[config.mk]
export PLATFORM = sky130hd
export DESIGN_NAME = alu_share_arbiter
export DESIGN_NICKNAME = d
export VERILOG_FILES = /design/src/rtl/alu_share_arbiter.sv
export SDC_FILE = /design/constraint.sdc
export NUM_CORES = 1
export LEC_CHECK = 0
export ABC_AREA = 1
export BUFFER_PORTS_ARGS = -buffer_cell sky130_fd_sc_hd__buf_2
export CORE_AREA = 3 3 161 85
export CTS_CLUSTER_DIAMETER = 150
export DETAILED_ROUTE_END_ITERATION = 10
export DIE_AREA = 0 0 164 88
export GPL_TIMING_DRIVEN = 0
export PLACE_DENSITY = 0.87
export RECOVER_POWER = 25
export SLEW_MARGIN = 5
export SYNTH_ARGS = -nofsm -noshare
export SYNTH_HDL_FRONTEND = slang
export SYNTH_SLANG_ARGS = --single-unit
[constraint.sdc]
create_clock -name clk -period 1.23 [get_ports clk]
set_clock_uncertainty 0.15 [all_clocks]
set_input_delay 0.1845 -clock clk [delete_from_list [all_inputs] [get_ports clk]]
set_output_delay 0.1845 -clock clk [all_outputs]
set_load 0.05 [all_outputs]
[src/rtl/alu_share_arbiter.sv]
// alu_share_arbiter: shares one combinational ALU between two requesters (A, B).
// A winner is picked in IDLE, its opcode/operands are latched and driven to the
// ALU for one EXEC cycle, and the registered ALU result comes back on a shared
// result bus with a per-requester valid pulse. One operation every two cycles.
// Optional build macro: ALU_ARB_OPCHK_EN enables illegal-opcode detection
// (opcodes 110/111 execute as ADD, return 0 and pulse err_x with rvalid_x).
module alu_share_arbiter #(
    parameter int WIDTH      = 32,
    parameter bit FIXED_PRIO = 1'b0
) (
    input  logic             clk,
    input  logic             rst,
    input  logic             req_a,
    input  logic [2:0]       sel_a,
    input  logic [WIDTH-1:0] opa_a,
    input  logic [WIDTH-1:0] opb_a,
    input  logic             req_b,
    input  logic [2:0]       sel_b,
    input  logic [WIDTH-1:0] opa_b,
    input  logic [WIDTH-1:0] opb_b,
    output logic             gnt_a,
    output logic             gnt_b,
    output logic [2:0]       alusel,
    output logic [WIDTH-1:0] op1,
    output logic [WIDTH-1:0] op2,
    input  logic [WIDTH-1:0] aluout,
    output logic [WIDTH-1:0] result,
    output logic             rvalid_a,
    output logic             rvalid_b,
    output logic             busy,
    output logic             err_a,
    output logic             err_b
);

    localparam logic [0:0] ST_IDLE = 1'b0;
    localparam logic [0:0] ST_EXEC = 1'b1;
    localparam logic [0:0] SIDE_A  = 1'b0;
    localparam logic [0:0] SIDE_B  = 1'b1;

    logic [0:0]       state_r;
    logic [0:0]       last_gnt_r;
    logic             gnt_a_r;
    logic             gnt_b_r;
    logic             busy_r;
    logic [2:0]       alusel_r;
    logic [WIDTH-1:0] op1_r;
    logic [WIDTH-1:0] op2_r;
    logic [WIDTH-1:0] result_r;
    logic             rvalid_a_r;
    logic             rvalid_b_r;

    logic             grant_a_s;
    logic             grant_b_s;
    logic [2:0]       win_sel_s;
    logic [2:0]       win_alusel_s;
    logic [WIDTH-1:0] win_opa_s;
    logic [WIDTH-1:0] win_opb_s;

`ifdef ALU_ARB_OPCHK_EN
    localparam logic [2:0] OP_ADD = 3'b011;

    logic illegal_r;
    logic err_a_r;
    logic err_b_r;
    logic win_illegal_s;

    // Opcodes 110 and 111 have no functional unit behind the result mux.
    function automatic logic opcode_illegal(input logic [2:0] sel);
        return (sel == 3'b110) || (sel == 3'b111);
    endfunction

    assign win_illegal_s = opcode_illegal(win_sel_s);
    // An illegal opcode still occupies the ALU, but with a harmless ADD selection.
    assign win_alusel_s  = win_illegal_s ? OP_ADD : win_sel_s;
    assign err_a         = err_a_r;
    assign err_b         = err_b_r;
`else
    assign win_alusel_s  = win_sel_s;
    assign err_a         = 1'b0;
    assign err_b         = 1'b0;
`endif

    // Arbitration: sole requester wins; a tie goes to A (fixed) or away from the last winner.
    always_comb begin
        grant_a_s = 1'b0;
        grant_b_s = 1'b0;
        if (req_a && req_b) begin
            if (FIXED_PRIO || (last_gnt_r == SIDE_B)) begin
                grant_a_s = 1'b1;
            end else begin
                grant_b_s = 1'b1;
            end
        end else if (req_a) begin
            grant_a_s = 1'b1;
        end else if (req_b) begin
            grant_b_s = 1'b1;
        end else begin
            grant_a_s = 1'b0;
            grant_b_s = 1'b0;
        end
    end

    // Select the winning requester's opcode and operands for latching.
    always_comb begin
        if (grant_b_s) begin
            win_sel_s = sel_b;
            win_opa_s = opa_b;
            win_opb_s = opb_b;
        end else begin
            win_sel_s = sel_a;
            win_opa_s = opa_a;
            win_opb_s = opb_a;
        end
    end

    // Two-state sequencer: IDLE arbitrates and latches, EXEC captures the ALU result.
    always_ff @(posedge clk) begin
        if (rst) begin
            state_r    <= ST_IDLE;
            last_gnt_r <= SIDE_B;
            gnt_a_r    <= 1'b0;
            gnt_b_r    <= 1'b0;
            busy_r     <= 1'b0;
            alusel_r   <= 3'b000;
            op1_r      <= {WIDTH{1'b0}};
            op2_r      <= {WIDTH{1'b0}};
            result_r   <= {WIDTH{1'b0}};
            rvalid_a_r <= 1'b0;
            rvalid_b_r <= 1'b0;
`ifdef ALU_ARB_OPCHK_EN
            illegal_r  <= 1'b0;
            err_a_r    <= 1'b0;
            err_b_r    <= 1'b0;
`endif
        end else begin
            case (state_r)
                ST_IDLE: begin
                    rvalid_a_r <= 1'b0;
                    rvalid_b_r <= 1'b0;
`ifdef ALU_ARB_OPCHK_EN
                    err_a_r    <= 1'b0;
                    err_b_r    <= 1'b0;
`endif
                    if (grant_a_s || grant_b_s) begin
                        alusel_r   <= win_alusel_s;
                        op1_r      <= win_opa_s;
                        op2_r      <= win_opb_s;
`ifdef ALU_ARB_OPCHK_EN
                        illegal_r  <= win_illegal_s;
`endif
                        gnt_a_r    <= grant_a_s;
                        gnt_b_r    <= grant_b_s;
                        busy_r     <= 1'b1;
                        last_gnt_r <= grant_b_s ? SIDE_B : SIDE_A;
                        state_r    <= ST_EXEC;
                    end else begin
                        state_r    <= ST_IDLE;
                    end
                end
                ST_EXEC: begin
`ifdef ALU_ARB_OPCHK_EN
                    result_r   <= illegal_r ? {WIDTH{1'b0}} : aluout;
                    err_a_r    <= gnt_a_r & illegal_r;
                    err_b_r    <= gnt_b_r & illegal_r;
`else
                    result_r   <= aluout;
`endif
                    rvalid_a_r <= gnt_a_r;
                    rvalid_b_r <= gnt_b_r;
                    gnt_a_r    <= 1'b0;
                    gnt_b_r    <= 1'b0;
                    busy_r     <= 1'b0;
                    state_r    <= ST_IDLE;
                end
                default: begin
                    gnt_a_r    <= 1'b0;
                    gnt_b_r    <= 1'b0;
                    busy_r     <= 1'b0;
                    rvalid_a_r <= 1'b0;
                    rvalid_b_r <= 1'b0;
                    state_r    <= ST_IDLE;
                end
            endcase
        end
    end

    assign gnt_a    = gnt_a_r;
    assign gnt_b    = gnt_b_r;
    assign busy     = busy_r;
    assign alusel   = alusel_r;
    assign op1      = op1_r;
    assign op2      = op2_r;
    assign result   = result_r;
    assign rvalid_a = rvalid_a_r;
    assign rvalid_b = rvalid_b_r;

endmodule

### Word-level counts from Yosys, hierarchy flattened

Cells that the tools add are included.
W data, S select, Z words.

* register bits after elaboration: 106
* input bits: 170

* eq/ne operators: 1
* multiplexer cells: 21
* bitwise operators: 1
* reductions and logical operators: 3

Operators by type and width (number)
* $mux W32: 2
* $mux W1: 12
* $pmux W1 S2: 6
* $mux W3: 1
* $ne A2 B2 Y1 const B: 1
* $reduce_and A2 Y1: 1
* $logic_and A1 B1 Y1: 1
* $logic_or A1 B1 Y1: 1
* $not A1 Y1: 1

### Logic depth before layout (Yosys ltp)

Gate-level depths: netlist of the first run.

* depth in word-level cells: 6
* mapped depth: 7
* mapped depth without buffers: 6

### Worst setup path before layout of the first run

Ideal clock, no wire load.

* path type: register to register
* from: reg state_r
* to: reg op1_r[10] (netlist: op1[10])
* arrival time: 0.995 ns
* data required time: 0.971 ns
* setup slack: -0.024 ns
* stages on the path, launching flop included: 8
* clock period less this slack: 1.254 ns
* cells stage by stage: dfxtp_1 > buf_4 > nor2_4 > buf_4 > buf_6 > nand3_1 > nand2_1 > inv_1

* cells in the longest elaborated chain, start to end: 2

RTL lines
* start, declared: RTL line 40 `logic [0:0] state_r;`
* start signal, assigned: RTL line 119 `state_r <= ST_IDLE;`
* start signal, assigned: RTL line 155 `state_r <= ST_EXEC;`
* start signal, assigned: RTL line 157 `state_r <= ST_IDLE;`
* $not A1 Y1 (no source line)
* $reduce_and A2 Y1 (no source line)
* end signal, assigned: RTL line 125 `op1_r <= {WIDTH{1'b0}};`
* end signal, assigned: RTL line 146 `op1_r <= win_opa_s;`
* end, declared: RTL line 46 `logic [WIDTH-1:0] op1_r;`

Every way passes these cells.
A chain may end at the register's enable or synchronous reset.

==> out/qor.log, run 1 <==
[run_status] status finished, violations left
[run_status] failing checks setup timing
[detailed_routing] antenna violation net count after detailed routing 0
[clocking] clk slew on worst S/H paths 0.07 ns
[yosys] post-synthesis share of cell area spent on xor and xnor gates 0
[sta] final-report hold violation count 0
[worst_setup_path] CP peak stage delay 0.44 ns
[place] gpl congestion 0.862
[die] standard-cell row count 29
[place] estimated wirelength of the detail-placed design 12600 um
[power] part of the total power dissipated in the clock network 0.261
[sta] Final period util 1.13
[grt] residual overflow from global routing 0
[power] fraction of power consumed by combinational cells 0.383
[sta] Max Transition Viols Final 0
[yosys] post-synth top area share 0.432
[yosys] Synth Area in Compound Gates 0.0454
[worst_setup_path] CP startpoint kind flop
[clocking] Clock Tree Root sky130_fd_sc_hd__clkbuf_16
[finish] final design instance area without fill 0.00911 mm2
[grt] number of global-route vias before repair 6663
[power] share of total power in sequential cells 0.356
[yosys] mean cell area of the mapped netlist 6.48 um2
[job] number of maximum-capacitance constraint violations 0
[finish] layout cell share with drive strength beyond 1 0.433
[yosys] Unique masters post-synth 20
[clocking] worst skew pair latency 0.34 ns
[clocking] Clock Tree Buf Depth 2
[sta] Slew @ Worst Pin 0.525 ns
[yosys] area fraction in and, or, nand and nor cells after synthesis 0.407
[yosys] fraction of the yosys area taken by sequential cells 0.432
[power] Peak supply drop 0.780 mV
[worst_setup_path] highest fanout seen on the critical path 10
[place] area after detailed placement 0.00650 mm2
[clocking] clock sink count 106
[clocking] CTS Buf Count 9
[worst_setup_path] dominant delay contributor by cell family on the critical path buffers and inverters
[sta] headroom to the max-slew limit 0.650
[power] Power Internal 7.25 mW
[detailed_routing] vias post-DR 7053
[clocking] CTS tree done
[worst_setup_path] type of destination of the critical path flop
[yosys] prevailing post-synth register cell sky130_fd_sc_hd__dfxtp_1
[worst_setup_path] chain of cells forming the critical path clkinvlp_4, buf_6, nor2_2, nor2_1
[sta] final setup vio count 101
[grt] pin count of the biggest net entering global routing 19
[grt] wire length of the first global-routing pass 31300 um
[die] Core Area 0.0124 mm2
[yosys] most area-consuming cells after synthesis sky130_fd_sc_hd__dfxtp_1 (43%), sky130_fd_sc_hd__nand2_1 (21%), sky130_fd_sc_hd__nand3_1 (13%)
[detailed_routing] drt pass-1 iters 5
[sta] min cycle time layout 1.39 ns
[yosys] mapped cell area 0.00491 mm2
[sta] post-layout worst setup margin -0.164 ns
[yosys] synthesized-area fraction occupied by adder cells 0
[place] setup slack at placement -0.240 ns
[sta] Fmax 717 MHz
[die] IO Count 276
[hold_path] type of the tightest min-delay check in2reg
[worst_setup_path] standard cell with the maximum stage delay on the critical path sky130_fd_sc_hd__dfxtp_4
[power] net load switching power 4.42 mW
[grt] number of antenna violations at the first check in global routing 1
[place] Port Buffer Count 273
[yosys] number of warnings printed during yosys synthesis 0
[yosys] most common cell in the synthesized netlist sky130_fd_sc_hd__nand2_1
[yosys] post-synthesis mux area share 0
[worst_setup_path] data arrival time at the worst-slack endpoint 1.47 ns
[worst_setup_path] worst setup path category reg2reg
[detailed_routing] number of design-rule violations left by the first detailed-router iteration 430
[yosys] fraction of synthesis flops using an asynchronous set or reset pin 0
[detailed_routing] DRC errors left 0
[detailed_routing] DRT Wirelength 24500 um
[yosys] number of enable flip-flop cells after synthesis 0
[detailed_routing] ratio of routed vias to standard cells 5.36
[clocking] H-Tree Depth 3
[die] vertical die dimension 88 um
[worst_setup_path] Worst Path Required 1.30 ns
[yosys] number of synthesized register bits 106
[grt] Total Routing Usage GR 0.274
[die] horizontal die dimension 164 um
[power] power density over cell area 1280 mW/mm2
[finish] signed area change from the synthesized netlist to the final layout 85.6%
[yosys] top cells by count, synth sky130_fd_sc_hd__nand2_1 (272), sky130_fd_sc_hd__nand3_1 (129), sky130_fd_sc_hd__dfxtp_1 (106)
[die] effective utilization at floorplan 0.394
[yosys] cell taking the most area after synthesis sky130_fd_sc_hd__dfxtp_1
[power] net switching fraction of the power 0.379
[yosys] cells after synthesis 758
[detailed_routing] detail-routed net length per standard cell 18.6 um
[worst_setup_path] crit path buf inv count 2
[die] Die Footprint 0.0144 mm2
[finish] total number of nets in the final design 1311
[sta] unrepaired setup endpoints after global routing yes
[yosys] largest family of logic cells by synthesized area simple AND/OR/NAND/NOR gates
[power] standby leakage power 4.94 nW
## worst paths after layout
kind                            cells after the start       from  slack (ns)         end
worst max register to register                      4    state_r       -0.16  result[11]
worst min register to register                      2       busy        0.31        busy
worst min-delay path                                5  opa_a[27]       0.004     op1[27]
worst max-delay path                                4    state_r       -0.16  result[11]
## registers in the layout, indices dropped and copies added (netlist names)
register    flops
gnt_b           1
rvalid_b        1
op2            32
gnt_a           1
last_gnt_r      1
rvalid_a        1
busy            1
result         32
op1            32
alusel          3
state_r         1
## timing repair
action	in CTS	in global routing
pin swaps	21	45
gates cloned	1	4
gates resized for setup	189	251
endpoints found under the hold margin	88	0
setup endpoints to repair	209	198
setup buffers	6	2
hold buffers	86	0
## layout make-up
class                           count  area (um2)
Antenna cell                        1        2.50
Buffer                             53         472
Clock buffer                       10         239
Clock inverter                      6        72.6
Fill cell                         820        3330
Inverter                           72         274
Multi-Input combinational cell    527        2560
Sequential cell                   106        2220
Tap cell                          170         213
Timing Repair Buffer              372        3060
## power groups by stage
stage / Combinational (mW) / Clock (mW) / Sequential, mW
2_1_floorplan: 1.02 / 0 / 5.32
3_3_place_gp: 3.18 / 0 / 4.04
3_5_place_dp: 3.23 / 0 / 4.05
4_1_cts: 3.87 / 3.08 / 4.02
5_1_grt: 4.69 / 3.22 / 4.19
6_report: 4.47 / 3.04 / 4.16
## stage by stage
stage | total power, mW | setup TNS (ns) | util | hold slack, ns | instances
after floorplan | 6.34 | 0 | - | 0.104 | 759
after global placement | 7.22 | -15.96 | 0.522 | 0.255 | 1202
after detailed placement | 7.29 | -18.17 | 0.522 | 0.261 | 1202
after CTS | 11.0 | -8.98 | 0.666 | 0.00100 | 1311
after global routing | 12.1 | -12.70 | 0.732 | 0.0208 | 1317
final | 11.7 | -8.69 | 0.732 | 0.00405 | 1317
## placed cells by master (no fill, tap or decap), types with 3 or more instances in the layout
cell,count
sky130_fd_sc_hd__dfxtp_1,33
sky130_fd_sc_hd__a21boi_0,4
sky130_fd_sc_hd__nand2_1,262
sky130_fd_sc_hd__nand3_2,41
sky130_fd_sc_hd__clkbuf_2,3
sky130_fd_sc_hd__a21boi_1,3
sky130_fd_sc_hd__buf_4,23
sky130_fd_sc_hd__nand2_2,8
sky130_fd_sc_hd__dfxtp_2,70
sky130_fd_sc_hd__nor2_1,66
sky130_fd_sc_hd__nand3_1,87
sky130_fd_sc_hd__o21ai_0,32
sky130_fd_sc_hd__inv_1,67
sky130_fd_sc_hd__dfxtp_4,3
sky130_fd_sc_hd__inv_2,4
sky130_fd_sc_hd__nor2_4,6
sky130_fd_sc_hd__nor2_2,9
sky130_fd_sc_hd__buf_8,10
sky130_fd_sc_hd__clkbuf_16,12
sky130_fd_sc_hd__clkbuf_1,7
sky130_fd_sc_hd__buf_6,118
sky130_fd_sc_hd__buf_2,174
sky130_fd_sc_hd__dlygate4sd3_1,86
## worst register-to-register path, delay by kind of cell (launching register included)
family,cells,cell delay (ns)
buffers and inverters,2,0.46
DFF,1,0.44
and+or+nand+nor,2,0.21
## layer usage
layer	share of wire	global-route usage	vias to the layer above
li1	-	-	3113
met1	0.35	0.283	3234
met2	0.49	0.505	506
met3	0.073	0.0609	200
met4	0.087	0.189	0
met5	0	0	-
## logic make-up after synthesis
| family | count (synthesis) |
|---|---|
| simple gates | 484 |
| compound gates | 41 |
| flops | 106 |
| other cells | 1 |
| buf+inv | 126 |
Power figures use the tool's default switching activity.
==> inputs of run 2 (changes only) <==
--- a/config.mk
+++ b/config.mk
@@ -7,10 +7,10 @@
 export LEC_CHECK = 0
 export ABC_AREA = 1
 export BUFFER_PORTS_ARGS = -buffer_cell sky130_fd_sc_hd__buf_2
-export CORE_AREA = 3 3 161 85
+export CORE_AREA = 2 2 160 84
 export CTS_CLUSTER_DIAMETER = 150
 export DETAILED_ROUTE_END_ITERATION = 10
-export DIE_AREA = 0 0 164 88
+export DIE_AREA = 0 0 162 86
 export GPL_TIMING_DRIVEN = 0
 export PLACE_DENSITY = 0.87
 export RECOVER_POWER = 25
==> run 2 against run 1 <==
The flow still finishes with violations (setup timing). Worst hold slack better by 0.0056 ns. Routed wire length shrank 4.5%. Flip-flop and latch count stayed put. Maximum frequency decreased by 2.6%. Clock power is 9.2% lower. Final cell count is essentially flat. Critical path type unchanged. Largest power group unchanged.
==> out/qor.log, run 2 (same netlist as run 1, synthesis figures left out) <==
[clocking] CTS Buf Count 9 [unchanged]
[sta] post-layout worst setup margin -0.202 ns [-0.0374 ns]
[power] standby leakage power 4.93 nW [-0.14%]
[hold_path] type of the tightest min-delay check in2reg
[power] fraction of power consumed by combinational cells 0.393 [+0.010]
[worst_setup_path] highest fanout seen on the critical path 8 [-2]
[finish] Final Non-Filler Cells 1316 [-0.076%]
[grt] residual overflow from global routing 0 [unchanged]
[power] share of total power in sequential cells 0.365 [+0.009]
[detailed_routing] DRC errors left 0 [unchanged]
[job] number of maximum-capacitance constraint violations 0 [unchanged]
[power] net switching fraction of the power 0.387 [+0.00823]
[grt] Total Routing Usage GR 0.296 [+0.0222]
[finish] Core Util, Final 0.731 [-0.00109]
[finish] area of combinational cells with multiple inputs 0.00262 mm2 [+2.0%]
[sta] Fmax 699 MHz [-2.6%]
[place] Placed Cells 1202 [unchanged]
[finish] total number of nets in the final design 1311 [unchanged]
[detailed_routing] antenna violation net count after detailed routing 0 [unchanged]
[finish] # fillers 854 [+4.1%]
[sta] Worst Hold Margin 0.00964 ns [+0.00558 ns]
[power] Tot Pwr 11.4 mW [-2.3%]
[worst_setup_path] Reg-to-Reg Start state_r
[hold_path] Worst Hold Path Cells 5 [unchanged]
[clocking] H-Tree Depth 3 [unchanged]
[sta] unrepaired setup endpoints after global routing yes
[run_status] status finished, violations left
[finish] commonest non-fill, non-tap cells in the layout sky130_fd_sc_hd__nand2_1 (258), sky130_fd_sc_hd__buf_2 (173), sky130_fd_sc_hd__buf_6 (117)
[detailed_routing] detail-routed net length per standard cell 17.8 um [-4.5%]
[detailed_routing] number of design-rule violations left by the first detailed-router iteration 737 [+71%]
[die] IO Count 276 [unchanged]
[grt] number of global-route vias before repair 6444 [-3.3%]
[clocking] worst skew pair latency 0.34 ns [about the same]
[power] power density over cell area 1260 mW/mm2 [-1.9%]
[place] setup slack at placement -0.296 ns [-0.0560 ns]
[place] Port Buffer Count 273 [unchanged]
[detailed_routing] DRT Wirelength 23400 um [-4.5%]
[power] net load switching power 4.41 mW [-0.16%]
[die] vertical die dimension 86 um [-2.3%]
[sta] min cycle time layout 1.43 ns [+0.0374 ns]
[detailed_routing] ratio of routed vias to standard cells 5.17 [-3.5%]
[clocking] CTS tree done
[clocking] Clock Tree Root sky130_fd_sc_hd__clkbuf_16
[finish] signed area change from the synthesized netlist to the final layout 84.8%
[sta] Max Transition Viols Final 0 [unchanged]
[die] Die Footprint 0.0139 mm2 [-3.5%]
[worst_setup_path] type of destination of the critical path flop
[finish] Antenna Diode Count 0 [-1]
[worst_setup_path] Worst Path Required 1.32 ns [+0.02 ns]
[finish] area of all sequential standard cells 0.00221 mm2 [-0.34%]
[clocking] clock sink count 106 [unchanged]
[power] Peak supply drop 0.706 mV [-9.5%]
[die] horizontal die dimension 162 um [-1.2%]
[worst_setup_path] CP startpoint kind flop
[clocking] Clock Tree Buf Depth 2 [unchanged]
[grt] number of antenna violations at the first check in global routing 0 [-1]
[die] standard-cell row count 29 [unchanged]
[detailed_routing] drt pass-1 iters 8 [+3]
[place] estimated wirelength of the detail-placed design 13000 um [+3.5%]
[worst_setup_path] reg2reg path depth 5 [+1]
[grt] pin count of the biggest net entering global routing 19 [unchanged]
[die] effective utilization at floorplan 0.396 [+0.00115]
[sta] total negative setup slack -8.45 ns [+0.232 ns]
[place] area after detailed placement 0.00650 mm2 [unchanged]
[finish] layout cell share with drive strength beyond 1 0.442 [+0.00873]
[worst_setup_path] worst setup path category reg2reg
[finish] most common library cell in the layout ignoring fill and taps sky130_fd_sc_hd__nand2_1
[power] part of the total power dissipated in the clock network 0.242 [-0.019]
[sta] final setup vio count 100 [-0.99%]
[die] Core Area 0.0124 mm2 [-0.29%]
[sta] final-report hold violation count 0 [unchanged]
[grt] wire length of the first global-routing pass 32500 um [+3.6%]
[clocking] clk slew on worst S/H paths 0.08 ns [about the same]
[sta] Final period util 1.16 [+0.0304]
[worst_setup_path] data arrival time at the worst-slack endpoint 1.52 ns [+0.05 ns]
[detailed_routing] vias post-DR 6800 [-3.6%]
[place] gpl congestion 0.852 [-1.1%]
[run_status] failing checks setup timing
[hold_path] hold wc startpoint opb_a[9]
[finish] final design instance area without fill 0.00907 mm2 [-0.44%]
[worst_setup_path] startpoint of the worst setup timing path state_r
[power] Power Internal 6.99 mW [-3.6%]
[run 2: cell count changes in the layout (fill, tap and decap cells not counted), moves of 5 or more]
cell	change
sky130_fd_sc_hd__buf_4	+7
sky130_fd_sc_hd__o21ai_0	-10
sky130_fd_sc_hd__o21ai_1	+9
sky130_fd_sc_hd__nand3_1	-6
sky130_fd_sc_hd__nand3_4	+5
[run 2: final cells by class]
class / count / share of cell area
repair buffers: 372 / 0.333
plain buffers: 53 / 0.0506
clock inverters: 6 / 0.00552
clock buffers: 10 / 0.0252
inverters: 72 / 0.0302
multi-input cells: 527 / 0.288
well taps: 170 / 0.0234
flip-flops and latches: 106 / 0.244
[run 2: timing repair]
item	4_1_cts	5_1_grt
hold buffers	82	0
endpoints found under the hold margin	83	0
buffers inserted	8	3
setup endpoints to repair	208	186
gates resized for setup	243	214
cloned	3	3
pin swaps	57	66
[run 2: critical path, stage by stage, from the launching register on]
cell,delay [ns]
sky130_fd_sc_hd__dfxtp_4,0.43
sky130_fd_sc_hd__clkinvlp_4,0.25
sky130_fd_sc_hd__nand2_2,0.25
sky130_fd_sc_hd__nand2_1,0.11
sky130_fd_sc_hd__nand2_1,0.08
sky130_fd_sc_hd__nor2_1,0.05
[run 2: power groups by stage]
stage | Combinational (mW) | Sequential (mW) | Clock, mW
4_1_cts | 3.99 | 4.06 | 2.76
2_1_floorplan | 1.02 | 5.32 | 0
3_5_place_dp | 3.25 | 4.07 | 0
6_report | 4.48 | 4.16 | 2.76
5_1_grt | 4.71 | 4.20 | 2.93
3_3_place_gp | 3.22 | 4.04 | 0
[run 2: metal layers]
metal,global-route usage,wire length [um],vias to the layer above
li1,-,-,3104
met1,0.359,8750,3139
met2,0.520,11300,465
met3,0.0764,2410,92
met4,0.0957,899,0
met5,0,0,-
[run 2: path summary, 6_finish.rpt]
| check | end | slack [ns] |
|---|---|---|
| worst max register to register | op1[16] | -0.20 |
| worst max-delay path | op1[16] | -0.20 |
| worst min-delay path | op2[9] | 0.01 |
| worst min register to register | rvalid_a | 0.32 |
==> inputs of run 3 (changes only) <==
--- a/config.mk
+++ b/config.mk
@@ -9,6 +9,7 @@
 export BUFFER_PORTS_ARGS = -buffer_cell sky130_fd_sc_hd__buf_2
 export CORE_AREA = 2 2 160 84
 export CTS_CLUSTER_DIAMETER = 150
+export CTS_CLUSTER_SIZE = 40
 export DETAILED_ROUTE_END_ITERATION = 10
 export DIE_AREA = 0 0 162 86
 export GPL_TIMING_DRIVEN = 0
==> constraint.sdc (replaced) <==
create_clock -name clk -period 1.23 [get_ports clk]
set_clock_uncertainty 0.15 [all_clocks]
set_input_delay 0.246 -clock clk [delete_from_list [all_inputs] [get_ports clk]]
set_output_delay 0.246 -clock clk [all_outputs]
set_load 0.05 [all_outputs]
==> run 3 against run 2 <==
The flow still finishes with violations (setup timing). Maximum frequency decreased by 0.90%. Combinational power is 3% higher. Non-clock buffer count is 37 lower. Worst setup slack worse by 0.013 ns.
==> out/qor.log, run 3 (same netlist as run 1, synthesis figures left out) <==
[worst_setup_path] reg2reg path depth 4 [-1]
[worst_setup_path] chain of cells forming the critical path buf_4, clkbuf_2, o21ai_0, nor2_1
[clocking] CTS tree done
[finish] most common library cell in the layout ignoring fill and taps sky130_fd_sc_hd__nand2_1
[detailed_routing] antenna violation net count after detailed routing 0 [unchanged]
[run_status] status finished, violations left
[die] Core Area 0.0124 mm2 [unchanged]
[grt] Total Routing Usage GR 0.291 [-0.00519]
[sta] Max Transition Viols Final 0 [unchanged]
[worst_setup_path] setup slack, reg-to-reg -0.21 ns [about the same]
[grt] number of global-route vias before repair 6231 [-3.3%]
[grt] residual overflow from global routing 0 [unchanged]
[power] Tot Pwr 11.6 mW [+2.0%]
[detailed_routing] DRT Wirelength 22200 um [-5.1%]
[grt] number of antenna violations at the first check in global routing 1 [+1]
[finish] area of all sequential standard cells 0.00226 mm2 [+2.2%]
[place] estimated wirelength of the detail-placed design 13000 um [unchanged]
[clocking] clk slew on worst S/H paths 0.07 ns [about the same]
[sta] min cycle time layout 1.44 ns [+0.0130 ns]
[finish] area of combinational cells with multiple inputs 0.00258 mm2 [-1.4%]
[place] Port Buffer Count 273 [unchanged]
[worst_setup_path] CP startpoint kind flop
[clocking] clock sink count 106 [unchanged]
[clocking] worst skew pair latency 0.34 ns [about the same]
[sta] unrepaired setup endpoints after global routing yes
[finish] layout cell share with drive strength beyond 1 0.499 [+0.0571]
[finish] commonest non-fill, non-tap cells in the layout sky130_fd_sc_hd__nand2_1 (261), sky130_fd_sc_hd__buf_2 (172), sky130_fd_sc_hd__dfxtp_2 (103)
[finish] Core Util, Final 0.728 [-0.00343]
[die] standard-cell row count 29 [unchanged]
[run_status] failing checks setup timing
[clocking] CTS Buf Count 9 [unchanged]
[hold_path] Worst Hold Path Cells 3 [-2]
[sta] Fmax 692 MHz [-0.90%]
[power] Peak supply drop 0.714 mV [+1.1%]
[die] vertical die dimension 86 um [unchanged]
[grt] wire length of the first global-routing pass 31800 um [-2.0%]
[power] standby leakage power 4.93 nW [about the same]
[power] power density over cell area 1290 mW/mm2 [+2.5%]
[die] Die Footprint 0.0139 mm2 [unchanged]
[job] number of maximum-capacitance constraint violations 0 [unchanged]
[detailed_routing] ratio of routed vias to standard cells 5.09 [-1.5%]
[place] gpl congestion 0.852 [unchanged]
[finish] total number of nets in the final design 1274 [-2.8%]
[detailed_routing] drt pass-1 iters 8 [unchanged]
[detailed_routing] number of design-rule violations left by the first detailed-router iteration 652 [-12%]
[clocking] Clock Tree Root sky130_fd_sc_hd__clkbuf_16
[die] IO Count 276 [unchanged]
[detailed_routing] vias post-DR 6523 [-4.1%]
[worst_setup_path] highest fanout seen on the critical path 10 [+2]
[sta] Final period util 1.17 [+0.0105]
[sta] final setup vio count 169 [+69%]
[grt] pin count of the biggest net entering global routing 19 [unchanged]
[worst_setup_path] CP peak stage delay 0.40 ns [-0.03 ns]
[clocking] Clock Tree Buf Depth 2 [unchanged]
[worst_setup_path] standard cell with the maximum stage delay on the critical path sky130_fd_sc_hd__dfxtp_4
[sta] post-layout worst setup margin -0.215 ns [-0.0129 ns]
[detailed_routing] DRC errors left 0 [unchanged]
[detailed_routing] detail-routed net length per standard cell 17.3 um [-2.5%]
[worst_setup_path] type of destination of the critical path flop
[worst_setup_path] worst setup path category reg2reg
[die] effective utilization at floorplan 0.396 [unchanged]
[finish] signed area change from the synthesized netlist to the final layout 83.9%
[finish] # fillers 888 [+4.0%]
[clocking] H-Tree Depth 3 [unchanged]
[hold_path] type of the tightest min-delay check in2reg
[sta] final-report hold violation count 0 [unchanged]
[worst_setup_path] data arrival time at the worst-slack endpoint 1.51 ns [about the same]
[die] horizontal die dimension 162 um [unchanged]
[worst_setup_path] Worst Path Required 1.29 ns [-0.03 ns]
==> run 3: cell count changes in the layout (fill, tap and decap cells not counted), sizes merged <==
cell / previous run / this run
diode: 0 / 2
buf: 329 / 349
dlygate4sd3: 82 / 25
==> run 3: path summary, 6_finish.rpt <==
| check | from | to |
|---|---|---|
| setup / recovery | state_r | result[19] |
| hold / removal | aluout[5] | result[5] |
| setup reg to reg | state_r | result[19] |
| hold reg to reg | busy | busy |
==> run 3: area by class of cell <==
cell class                      instances  area share
Inverter                               72      0.0303
Timing Repair Buffer                  335       0.330
Multi-Input combinational cell        527       0.286
Clock inverter                          6     0.00554
Tap cell                              170      0.0236
Buffer                                 53      0.0489
Sequential cell                       106       0.250
Clock buffer                           10      0.0254
Antenna cell                            2    0.000554
==> run 3: repair_timing <==
action / in CTS / in global routing
gates resized for setup: 460 / 114
endpoints found under the hold margin: 24 / 1
setup endpoints to repair: 208 / 210
buffers inserted: 15 / 16
gates cloned: 3 / 3
pin swaps: 57 / 59
hold buffers: 24 / 1
==> run 3: power by group <==
part,internal (mW),leakage (nW),total [mW],switching [mW]
clock,1.40,0.135,2.75,1.35
sequential,3.89,0.912,4.25,0.364
combinational,1.94,3.89,4.63,2.70
==> run 3: stage by stage <==
| stage | setup WS [ns] | hold WS, ns | setup TNS (ns) | cells | cell area, um2 |
|---|---|---|---|---|---|
| after floorplan | 0.0200 | 0.165 | 0 | 759 | 4920 |
| after global placement | -0.326 | 0.288 | -25.19 | 1202 | 6500 |
| after detailed placement | -0.358 | 0.301 | -27.60 | 1202 | 6500 |
| after CTS | -0.180 | 0.00226 | -13.89 | 1260 | 8500 |
| after global routing | -0.420 | 0.0109 | -18.33 | 1280 | 9030 |
| final | -0.215 | 0.00904 | -9.47 | 1281 | 9030 |
==> run 3: critical path: cells and delay by family, from the launching register on <==
family | cells | cell delay [ns]
buf+inv | 2 | 0.33
simple gates | 1 | 0.11
flops | 1 | 0.40
compound gates | 1 | 0.33
==> run 3: layer usage <==
layer  wire length, um  track usage  vias up
met5                 0            0        -
met4               704       0.0981        0
met3              2070       0.0817       74
met2             10600        0.508      385
met1              8770        0.349     3027
li1                  -            -     3037
